**src/rtl/fetch_ctrl.sv**
```systemverilog
// fetch_ctrl: instruction-fetch sequencer (boot, stall, branch redirect + flush, halt/resume).
// Perf counters fetch_count/stall_count exist only when FETCH_CTRL_PERF_EN is defined.
module fetch_ctrl #(
  parameter int ARQ = 16,
  parameter int MEMORY_ADDR_SIZE = 13,
  parameter int FLUSH_CYCLES = 2,
  parameter logic [3:0] HALT_OPCODE = 4'hF
) (
  input  logic clk,
  input  logic rst,
  input  logic stall_req,
  input  logic br_taken,
  input  logic [MEMORY_ADDR_SIZE-1:0] br_target,
  input  logic [ARQ-1:0] instr,
  input  logic resume,
  output logic pc_en,
  output logic mux_sel,
  output logic [MEMORY_ADDR_SIZE-1:0] branch_addr,
  output logic if_valid,
  output logic flush,
  output logic halted,
  output logic [15:0] fetch_count,
  output logic [15:0] stall_count
);
  typedef enum logic [2:0] {BOOT, RUN, REDIRECT, FLUSH, HALT} state_t;
  localparam logic [2:0] FLUSH_LOAD = 3'(FLUSH_CYCLES - 1);
  state_t state;
  logic [2:0] cnt;
  logic run, halt_op, unused_bits;
  assign run = state == RUN;
  assign halt_op = instr[ARQ-1 -: 4] == HALT_OPCODE;
  assign unused_bits = ^instr[ARQ-5:0];
  always_comb begin
    pc_en = run ? (br_taken | ~stall_req) : state == REDIRECT;
    mux_sel = state == REDIRECT;
    if_valid = run;
    flush = state == REDIRECT || state == FLUSH;
    halted = state == HALT;
  end
  always_ff @(posedge clk or posedge rst)
    if (rst) begin
      state <= BOOT;
      cnt <= '0;
      branch_addr <= '0;
    end else begin
      case (state)
        BOOT: state <= RUN;
        RUN:
          if (br_taken) begin
            branch_addr <= br_target;
            state <= REDIRECT;
          end else if (halt_op && !stall_req) state <= HALT;
        REDIRECT: begin
          cnt <= FLUSH_LOAD;
          state <= FLUSH_LOAD != 3'd0 ? FLUSH : RUN;
        end
        FLUSH: begin
          cnt <= cnt - 3'd1;
          if (cnt <= 3'd1) state <= RUN;
        end
        HALT: if (resume) state <= RUN;
        default: state <= BOOT;
      endcase
    end
`ifdef FETCH_CTRL_PERF_EN
  logic [15:0] fetch_q, stall_q;
  always_ff @(posedge clk or posedge rst)
    if (rst) begin
      fetch_q <= '0;
      stall_q <= '0;
    end else begin
      if (run && pc_en && !mux_sel && fetch_q != 16'hFFFF) fetch_q <= fetch_q + 16'd1;
      if (run && stall_req && !br_taken && stall_q != 16'hFFFF) stall_q <= stall_q + 16'd1;
    end
  assign fetch_count = fetch_q;
  assign stall_count = stall_q;
`else
  assign fetch_count = 16'h0;
  assign stall_count = 16'h0;
`endif
endmodule

```
**config.mk**
```make
export PLATFORM = sky130hd
export DESIGN_NAME = fetch_ctrl
export DESIGN_NICKNAME = d
export VERILOG_FILES = /design/src/rtl/fetch_ctrl.sv
export SDC_FILE = /design/constraint.sdc
export NUM_CORES = 1
export LEC_CHECK = 0
export ABC_AREA = 1
export BUFFER_PORTS_ARGS = -buffer_cell sky130_fd_sc_hd__clkbuf_2
export CAP_MARGIN = 20
export CORE_UTILIZATION = 41
export CTS_BUF_LIST = sky130_fd_sc_hd__clkbuf_8
export DETAILED_ROUTE_END_ITERATION = 12
export PLACE_DENSITY = 0.82
export SETUP_SLACK_MARGIN = 0.3
export SKIP_CTS_REPAIR_TIMING = 1
export SLEW_MARGIN = 10
export SYNTH_ARGS = -nofsm -noshare
export SYNTH_HDL_FRONTEND = slang
export SYNTH_SLANG_ARGS = --single-unit
```
**constraint.sdc**
```tcl
create_clock -name clk -period 1.75 [get_ports clk]
set_input_delay 0.0875 -clock clk [delete_from_list [all_inputs] [get_ports clk]]
set_output_delay 0.0875 -clock clk [all_outputs]
set_load 0.005 [all_outputs]
```
==> flow_summary_export.csv <==
group,metric,value,unit
cells_and_area,final_net_count,219,
grt,antenna_found_initial,0,
clock_network,insertion_delay,0.25,ns
timing,setup-tns-final,0,ns
grt,grt_pass1_wl,2770,um
power,power_frac_clock,15.2,%
worst_setup_path,cp_num_cells,8,
power,p_sw_share,38.9,%
timing,rsz0062_at_grt,"no",
timing,worst_pin_slew,0.731,ns
timing,slew_violations,0,
power,power.internal,0.00120,W
timing,finClkSkew,0.00129,ns
worst_setup_path,crit_family,"flip-flops",
grt,grt-ovfl-total,0,
worst_setup_path,critPathMaxStageDelay,0.45,ns
synth,syn_inst,137,
timing,max-slew-margin-rel,51.2,%
die,dieArea,3010,um2
timing,max_freq,0.711,GHz
outcome,violations,"hold timing",
synth,synth_edf_count,0,
die,ios,84,
detailed_routing,dr_total_vias,890,
clock_network,clk_path_buf_depth,2,
clock_network,cts_root_buf,"clkbuf_8",
synth,ys_types,21,
power,peakVddDrop,751,uV
worst_setup_path,criticalPathCategory,"reg -> out",
synth,synth.area.top_cells,"dfrtp_1 (42%), buf_4 (22%), nand2_1 (12%)",
synth,synthTopCellsByCount,"nand2_1 (37), buf_4 (33), dfrtp_1 (19)",
timing,setup_viol,0,
synth,syn_area,1140,um2
timing,finalHoldViolations,19,
worst_setup_path,worst_setup_path_start_kind,"flip-flop",
cells_and_area,ff_latch_area,477,um2
power,p_comb_share,46.3,%
synth,seq_area_frac_synth,41.5,%
synth,async_flop_share,100,%
place,pre_cts_ws,0.434,ns
detailed_routing,firstDrtPassIters,5,
grt,grt_pass1_vias,667,
detailed_routing,drtAntennaViolNets,0,
timing,worst_slack,0.343,ns
synth,yosys.area.top_type_share,41.5,%
worst_setup_path,crit_required,1.66,ns
synth,synth.most_common_cell,"nand2_1",
worst_setup_path,timing.critical_path.mode_cell,"inv_4",
place,dp_hpwl,1480,um
place,place_congestion,0.756,
die,fp.dieW,54.8,um
synth,yosys_warnings,0,
worst_setup_path,worstPathCellList,"inv_2 -> nand3_4 -> inv_4 -> nand2_8 -> inv_4 -> nor2_1 -> o21ai_1 -> buf_2",
die,start_util,44.6,%
cells_and_area,multi_input_area,487,um2
cells_and_area,layout-drive-gt1-share,35.7,%
die,num_rows,18,
die,fp.dieH,54.8,um
cells_and_area,antenna_cells,0,
detailed_routing,drc,0,
power,power_frac_seq,38.5,%
cells_and_area,area_growth,16.2,%
clock_network,cts_buffers,3,
grt,grt_max_degree,20,
timing,min_period,1.41,ns
worst_setup_path,cp.arrival,1.32,ns
worst_setup_path,reg2reg_depth,8,
worst_setup_path,cp_num_buf_inv,4,
power,p_per_area,1480,nW/um2
clock_network,cts.sinks,19,
worst_setup_path,end_kind,"primary output",
clock_network,clk_pin_slew,0.07,ns
place,io_buffer_count,39,
die,core,2570,um2
detailed_routing,drt_iter0_drc,11,
power,p_leak,0.800,nW
outcome,status,"complete, but fails checks",
synth,ys_ff_latch,19,
worst_setup_path,path_max_fanout,6,
grt,gr-usage-all-layers,13.2,%
synth,avgSynthCellArea,8.36,um2
worst_setup_path,slowest_stage,"dfrtp_2",
timing,finalCritPeriodShare,80.4,%
synth,synth_flop_cell,"dfrtp_1",
detailed_routing,vias_per_cell,4.20,
cells_and_area,fin_util,51.8,%
power,switchingPower,0.000765,W
detailed_routing,wl_per_cell,9.40,um
clock_network,h-tree-depth,1,
cells_and_area,nFillCells,273,
clock_network,cts_tree,"yes",
worst_hold_path,worstHoldPathType,"in -> async",
timing,fin_hold_ws,-0.0698,ns
job,maxCapViolations,0,
synth,yosys.area.top_type,"dfrtp_1",
detailed_routing,routed_wl,1990,um
[cell families (layout without fill, tap and decap cells)]
logic type / count (synthesis) / count (layout) / share of synthesized area [%]
adder cells (fa/ha/maj): 2 / 2 / 2.19
buffers and inverters: 46 / 60 / 27.5
other: 1 / 32 / 0.328
XOR/XNOR: 1 / 1 / 0.765
flip-flops: 19 / 19 / 41.5
AND/OR/NAND/NOR: 63 / 63 / 25.0
AO/OA/AOI/OAI: 5 / 5 / 2.62
[area by class of cell]
cell class                      count  share of cell area (%)
Tap cell                           30                    2.82
Clock buffer                        3                    3.10
Timing Repair Buffer               44                    17.5
Clock inverter                      1                   0.376
Multi-Input combinational cell    103                    36.6
Inverter                           12                    3.76
Sequential cell                    19                    35.8
[cell usage in the layout, fill, tap and decap left out, types with 2 or more instances in the layout]
master,n
buf_4,5
clkbuf_2,38
clkbuf_8,3
conb_1,32
dfrtp_1,18
ha_1,2
inv_1,8
inv_2,2
inv_4,2
nand2_1,37
nand2_2,10
nand3_1,3
nor2_1,8
o22ai_1,2
[power by group through the flow]
stage	sequential [W]	combinational (W)	clock (W)
after floorplan	0.000758	0.000591	0
after global placement	0.000752	0.000804	0
after detailed placement	0.000757	0.000829	0
after CTS	0.000751	0.000832	0.000312
after global routing	0.000782	0.00104	0.000338
final	0.000758	0.000911	0.000299
[per-layer routing]
layer | track usage (%) | vias up | wire length (um)
li1 | - | 444 | -
met1 | 17.6 | 411 | 856
met2 | 20.9 | 35 | 1020
met3 | 3.33 | 0 | 116
met4 | 3.85 | 0 | 0
met5 | 0 | - | 0
[flip-flops by register name, indices dropped and copies added, names as in the netlist]
signal / flops
branch_addr: 13
cnt: 3
state: 3
[per-stage QoR]
step / instances / power (W) / hold WS [ns] / cell area (um2)
after global placement: 204 / 0.00156 / 0.228 / 1230
after floorplan: 168 / 0.00135 / 0.0386 / 1260
final: 212 / 0.00197 / -0.0698 / 1330
after detailed placement: 204 / 0.00159 / 0.235 / 1230
after CTS: 208 / 0.00189 / -0.0390 / 1280
after global routing: 212 / 0.00216 / 0.00166 / 1330
[final timing paths]
path                       slack (ns)                        from                         end
max                              0.34        state[2]$_DFFE_PP0P_                       pc_en
min                             -0.07                         rst  branch_addr[2]$_DFFE_PP0P_
max reg2reg                      0.53        state[2]$_DFFE_PP0P_  branch_addr[7]$_DFFE_PP0P_
min reg2reg                      0.48  branch_addr[4]$_DFFE_PP0P_  branch_addr[4]$_DFFE_PP0P_
max in group asynchronous        1.31                         rst        state[2]$_DFFE_PP0P_
min in group clk                 0.03                br_target[5]  branch_addr[5]$_DFFE_PP0P_
(Power assumes the default switching activity.)
